--- config.mk ---
export PLATFORM = sky130hd
export DESIGN_NAME = pc_sequencer
export DESIGN_NICKNAME = d
export VERILOG_FILES = /design/src/rtl/cpu_defs.sv /design/src/rtl/fetch_addr_check.sv /design/src/rtl/pc_sequencer.sv
export SDC_FILE = /design/constraint.sdc
export NUM_CORES = 1
export LEC_CHECK = 0
export CAP_MARGIN = 25
export CORE_ASPECT_RATIO = 1.2
export CORE_MARGIN = 1.5
export CORE_UTILIZATION = 35
export DETAILED_ROUTE_END_ITERATION = 10
export HOLD_SLACK_MARGIN = 0.08
export PLACE_DENSITY = 0.68
export SLEW_MARGIN = 20
export SYNTH_ARGS = -nofsm -noshare
export SYNTH_HDL_FRONTEND = slang
export SYNTH_SLANG_ARGS = --single-unit
export TNS_END_PERCENT = 1
--- constraint.sdc ---
create_clock -name clk -period 7.8 [get_ports clk]
set_input_delay 1.56 -clock clk [delete_from_list [all_inputs] [get_ports clk]]
set_output_delay 1.56 -clock clk [all_outputs]
set_load 0.02 [all_outputs]
--- src/rtl/cpu_defs.sv ---
// Shared CPU definitions: fetch-sequencer state encoding and the memory-map
// constants that CP0 and the address checkers also rely on.
package cpu_defs;

   typedef enum logic [1:0] {
      ST_BOOT = 2'd0,
      ST_RUN  = 2'd1,
      ST_TRAP = 2'd2
   } pc_state_e;

   localparam logic [31:0] RESET_PC_DEF   = 32'h0000_3000;
   localparam logic [31:0] EXC_VECTOR_DEF = 32'h0000_4180;
   localparam logic [31:0] IMEM_LO_DEF    = 32'h0000_3000;
   localparam logic [31:0] IMEM_HI_DEF    = 32'h0000_6FFC;

endpackage

--- src/rtl/fetch_addr_check.sv ---
// Combinational word-address legality check: flags misaligned addresses and
// addresses outside the inclusive window [LO, HI].
module fetch_addr_check
   import cpu_defs::*;
#(
   parameter logic [31:0] LO = IMEM_LO_DEF,
   parameter logic [31:0] HI = IMEM_HI_DEF
) (
   input  logic [31:0] addr,
   output logic        addr_exc
);

   assign addr_exc = (addr[1:0] != 2'b00) || (addr < LO) || (addr > HI);

endmodule

--- src/rtl/pc_sequencer.sv ---
// F-stage PC register and next-PC selection: sequential, branch/jump target,
// exception vector or EPC, with stall hold and exception-entry/exit flushes.
module pc_sequencer
   import cpu_defs::*;
#(
   parameter logic [31:0] RESET_PC   = RESET_PC_DEF,
   parameter logic [31:0] EXC_VECTOR = EXC_VECTOR_DEF,
   parameter logic [31:0] IMEM_LO    = IMEM_LO_DEF,
   parameter logic [31:0] IMEM_HI    = IMEM_HI_DEF
) (
   input  logic        clk,
   input  logic        reset_n,
   input  logic        stall,
   input  logic        br_take,
   input  logic [31:0] br_target,
   input  logic        exc_req,
   input  logic        eret_req,
   input  logic [31:0] epc,
   output logic [31:0] pc_f,
   output logic        pc_valid,
   output logic        fetch_exc,
   output logic        flush,
   output logic        trap_busy
);

   pc_state_e   state_q, state_d;
   logic [31:0] pc_q, pc_d;
   logic        pc_valid_q, pc_valid_d;
   logic        fetch_exc_q, fetch_exc_d;
   logic        trap_busy_q, trap_busy_d;
   logic        redirect;

   // The check runs on the next PC so the flag is registered alongside it.
   fetch_addr_check #(
      .LO (IMEM_LO),
      .HI (IMEM_HI)
   ) u_fetch_addr_check (
      .addr     (pc_d),
      .addr_exc (fetch_exc_d)
   );

   always_comb begin
      state_d  = state_q;
      pc_d     = pc_q;
      redirect = 1'b0;
      case (state_q)
         ST_BOOT: state_d = ST_RUN;
         ST_RUN: begin
            if (exc_req) begin
               pc_d     = EXC_VECTOR;
               redirect = 1'b1;
               state_d  = ST_TRAP;
            end else if (eret_req) begin
               pc_d     = epc;
               redirect = 1'b1;
               state_d  = ST_TRAP;
            end else if (stall) begin
               pc_d = pc_q;
            end else if (br_take) begin
               pc_d = br_target;
            end else begin
               pc_d = pc_q + 32'd4;
            end
         end
         ST_TRAP: begin
            // The handler's first fetch is already in F; just keep streaming.
            pc_d    = pc_q + 32'd4;
            state_d = ST_RUN;
         end
         default: state_d = ST_BOOT;
      endcase
      pc_valid_d  = (state_d != ST_BOOT);
      trap_busy_d = (state_d == ST_TRAP);
   end

   assign flush = redirect & reset_n;

   always_ff @(posedge clk) begin
      if (!reset_n) begin
         state_q     <= ST_BOOT;
         pc_q        <= RESET_PC;
         pc_valid_q  <= 1'b0;
         fetch_exc_q <= 1'b0;
         trap_busy_q <= 1'b0;
      end else begin
         state_q     <= state_d;
         pc_q        <= pc_d;
         pc_valid_q  <= pc_valid_d;
         fetch_exc_q <= fetch_exc_d;
         trap_busy_q <= trap_busy_d;
      end
   end

   assign pc_f      = pc_q;
   assign pc_valid  = pc_valid_q;
   assign fetch_exc = fetch_exc_q;
   assign trap_busy = trap_busy_q;

endmodule

Word-level counts from Yosys, hierarchy flattened

Index checks and enable logic that the tools add are counted.

Bits in registers: 37
Latch bits: 0
Memory bits (writable): 0
Memory bits (read-only): 0
Bits of input ports: 70
Logic and storage cells: 29
Memories kept: 0

Add/subtract/negate cells: 1
$mul: 0
Divide/modulo/power cells: 0
Magnitude comparators: 2
Eq/ne operators: 3
Shift operators: 0
Multiplexer cells: 11
Bitwise gates (word level): 1
Reduce and logical (&&, ||, !) cells: 6

Operators by type and width:

| operator                                                                        | count |
|---|---|
| 32-bit two-way mux                                                              | 4 |
| 32-bit one-hot mux with 2 select lines                                          | 1 |
| 32-bit by 3-bit adder with 32-bit output (second input constant)                | 1 |
| 32-bit by 15-bit > comparator with 1-bit output (second input constant)         | 1 |
| 32-bit by 14-bit less-than comparator with 1-bit output (second input constant) | 1 |
| 2-bit == test (second input constant)                                           | 2 |
| 2-bit two-way mux                                                               | 2 |
| 2-bit one-hot mux with 2 select lines                                           | 1 |
| 2-bit nonzero test                                                              | 2 |
| 1-bit two-way mux                                                               | 3 |
| 2-bit by 1-bit == test with 1-bit output (second input constant)                | 1 |
| 2-bit logical NOT                                                               | 1 |
| 1-bit logical OR                                                                | 2 |
| 2-bit OR reduction                                                              | 1 |
| 1-bit AND                                                                       | 1 |

Longest topological paths before layout

Depth after elaboration: 9
Gate-level depth with buffers: 12
Mapped depth without buffers: 10

By module

A second synthesis with hierarchy kept.

Cell total of the unflattened synthesis: 520
Area total of the unflattened synthesis: 3623.5 um2

Modules (own cells, without submodules):

| module           | times used | cells each | area an instance (um2) | sequential area each (um2) |
|---|---|---|---|---|
| pc_sequencer     | 1          | 511        | 3568.4                 | 740.7 |
| fetch_addr_check | 1          | 9          | 55.1                   | 0.0 |

Worst setup path after synthesis

Ideal clock, no wire load.

Kind: input -> output
Start: input eret_req
End: output flush
Arrival time: 2544 ps
Data required time: 6240 ps
Path slack: 3696 ps
Stages on the path: 4
Buffers on the path: 2
Cell sequence: clkbuf_1 > clkbuf_1 > nor2_1 > nor2_1

Longest elaborated chain between the ends: 4

RTL lines:

| what               | RTL line           | text |
|---|---|---|
| start: declaration | pc_sequencer.sv:17 | `input logic eret_req,` |
| 1-bit two-way mux  | pc_sequencer.sv:53 | `end else if (eret_req) begin` |
| 1-bit two-way mux  | pc_sequencer.sv:49 | `if (exc_req) begin` |
| 1-bit two-way mux  | pc_sequencer.sv:46 | `case (state_q)` |
| 1-bit AND          | pc_sequencer.sv:76 | `assign flush = redirect & reset_n;` |
| end: declaration   | pc_sequencer.sv:22 | `output logic flush,` |

No other way between the ends.

Worst setup path in the final report

Same ends and word-level chain as after synthesis.

==> impl_metrics.json <==
{
  "cts.sink_count": 37,
  "syn_avg_cell_area_um2": 7.02,
  "layout_common_cells": "clkdlybuf4s50_1, nand2_1, nor2_1",
  "antenna_found_initial": 0,
  "grt_use_total_pct": 24.9,
  "switching_power_uw": 241,
  "skew_ns": 0.00585,
  "p_seq_share_pct": 31.9,
  "drt_pre_antenna_iters": 8,
  "hold_depth": 2,
  "ctsHtreeMaxLevel": 2,
  "power_uw": 706,
  "clk_pin_slew_ns": 0.06,
  "period_share_pct": 65.6,
  "drv_cap": 0,
  "r2r_cells": 12,
  "ios": 106,
  "clkPwrFrac_pct": 34.8,
  "routed_via_density": 6.25,
  "fin_crit_ns": 5.12,
  "syn_area_um2": 3760,
  "numCtsBuffers": 5,
  "dieWidth_um": 97.6,
  "drcViolationCount": 0,
  "post-cts-setup-buffer-count": 0,
  "hold_violations": 0,
  "cp.required_ns": 6.24,
  "fmax_mhz": 195,
  "grt_pass1_vias": 4427,
  "synth_edf_count": 0,
  "cts_tree": "built",
  "initial_core_util_pct": 35.9,
  "yosys_warnings": 0,
  "ys.flop_type": "dfxtp_1",
  "grt_pass1_wl_um": 22700,
  "placed_area_um2": 4810,
  "relSlewSlack_pct": 40.2,
  "netSwitchingFraction_pct": 34.1,
  "synth_seq_area_share_pct": 19.7,
  "ys_async_sr_fraction_pct": 0,
  "die_area_um2": 11400,
  "ys_ff_latch": 37,
  "port_buffers": 105,
  "diodes": 0,
  "fp-row-count": 41,
  "synth.distinct_cells": 77,
  "wl_per_cell_um": 19.3,
  "dp_hpwl_um": 10300,
  "routed_wl_um": 14300,
  "ir_worst_vdd_mv": 0.0821,
  "endpoint_kind": "output port",
  "drtIter0Drc": 405,
  "final_layout_size_suffix_gt1_share_pct": 7.49,
  "clock_tree.root_cell": "clkbuf_16",
  "syn2layout_area_growth_pct": 32.8,
  "place_ws_ns": 2.71,
  "start_kind": "input pin",
  "setup_tns_ns": 0,
  "cts-resized-gates": 0,
  "design_area_um2": 4990,
  "ctsHoldBuffers": 0,
  "status": "finished, final reports clean",
  "power_leakage_uw": 0.00174,
  "worstSkewPairLatency_ns": 0.29,
  "grt_overflow_total": 0,
  "power_per_cell_area_nw_per_um2": 142,
  "setup_viol": 0,
  "slew_violations": 0,
  "gp_congestion": 0.954,
  "hold_path_class": "reg2reg",
  "intPower_uw": 466,
  "critical_path_class": "in2out",
  "mostFrequentLayoutCell": "clkdlybuf4s50_1",
  "fp.dieH_um": 116,
  "pwr-share-comb_pct": 33.3,
  "layout.nets": 689,
  "core_area_um2": 10500,
  "cp.arrival_ns": 3.56,
  "grt_setup_unrepaired": "false",
  "holdWs_ns": 0.601,
  "ant_nets": 0,
  "cts_buffer_depth": 2,
  "crit_fanout": 17,
  "grt_start_max_net_pins": 41,
  "fin_ws_ns": 2.68,
  "num_vias": 4645,
  "netlist_instances": 535,
  "tightest_slew_ns": 0.895,
  "synth_fp_nets": 611
}
==> sequential cells by signal (all words and copies together) (netlist names) <==
| name | cells |
|---|---|
| trap_busy | 1 |
| state_q | 2 |
| fetch_exc | 1 |
| pc_f | 32 |
| pc_valid | 1 |
==> cell type report <==
| class | instances | area (um^2) |
|---|---|---|
| fill | 1076 | 5480 |
| multi-input combinational | 440 | 2710 |
| timing repair buffer | 116 | 1150 |
| sequential | 37 | 741 |
| tap | 129 | 161 |
| clock buffer | 7 | 143 |
| inverter | 13 | 48.8 |
| clock inverter | 1 | 30.0 |
==> routing by layer <==
metal / global-route usage [%] / share of wire (%) / up-vias
li1: - / - / 2185
met1: 30.7 / 40 / 2145
met2: 41.5 / 47 / 270
met3: 4.79 / 9.2 / 45
met4: 13.6 / 3.5 / 0
met5: 0 / 0 / -
==> kinds of logic (layout without fill, tap and decap cells) <==
kind of cell | count (synthesis) | in the layout | share of synthesized area (%)
mux | 15 | 15 | 4.30
xor+xnor | 3 | 3 | 0.700
buf+inv | 58 | 137 | 8.03
fa+ha+maj | 6 | 6 | 2.00
compound gates | 170 | 170 | 30.9
simple gates | 246 | 246 | 34.3
flops | 37 | 37 | 19.7
==> cells in the mapped netlist (4+ instances only) <==
master / instances / area [um^2]
nor4_1: 7 / 43.8
nor2b_1: 8 / 50.1
clkbuf_1: 24 / 90.1
nand4_1: 14 / 87.6
and2_1: 6 / 37.5
o21ai_0: 39 / 195
o31ai_1: 9 / 67.6
nor3_1: 25 / 125
a21o_1: 4 / 30.0
inv_1: 12 / 45.0
a211oi_1: 5 / 37.5
and3_1: 8 / 50.1
nand2b_1: 5 / 31.3
buf_2: 4 / 20.0
a31oi_1: 4 / 25.0
nand2_1: 65 / 244
o211ai_1: 6 / 45.0
nor3b_1: 6 / 45.0
nand3_1: 22 / 110
ha_1: 6 / 75.1
buf_1: 5 / 18.8
mux2_2: 5 / 56.3
dfxtp_1: 37 / 741
mux2i_1: 9 / 90.1
or3_1: 4 / 25.0
buf_4: 4 / 30.0
o32ai_1: 4 / 35.0
nor2_1: 50 / 188
o221ai_1: 9 / 78.8
o22ai_1: 7 / 43.8
a21oi_1: 35 / 175
clkbuf_8: 5 / 68.8
a22oi_1: 9 / 67.6
a221oi_1: 5 / 43.8
==> through the flow <==
step	utilization [%]	cells
after floorplan	-	535
after global placement	45.7	733
after detailed placement	46.0	734
after CTS	47.6	742
after global routing	47.7	743
final	47.7	743
==> worst max-delay path, stage by stage <==
cell and delay (ns):
clkdlybuf4s50_1 0.93, nor2_1 0.28, nor2_1 0.18, clkdlybuf4s50_1 0.61
==> path summary, 6_finish.rpt <==
| check | startpoint | endpoint | slack, ns |
|---|---|---|---|
| min | pc_f[3] | pc_f[3] | 0.60 |
| min reg2reg | pc_f[3] | pc_f[3] | 0.60 |
| max | eret_req | flush | 2.68 |
| max reg2reg | state_q[0] | fetch_exc | 4.26 |
==> power by group through the flow <==
stage | clock, uW | combinational [uW] | sequential, uW
6_report | 246 | 235 | 226
5_1_grt | 255 | 254 | 228
4_1_cts | 246 | 232 | 225
3_5_place_dp | 0 | 232 | 229
3_3_place_gp | 0 | 228 | 229
2_1_floorplan | 0 | 134 | 231
Power figures use the tool's default switching activity.
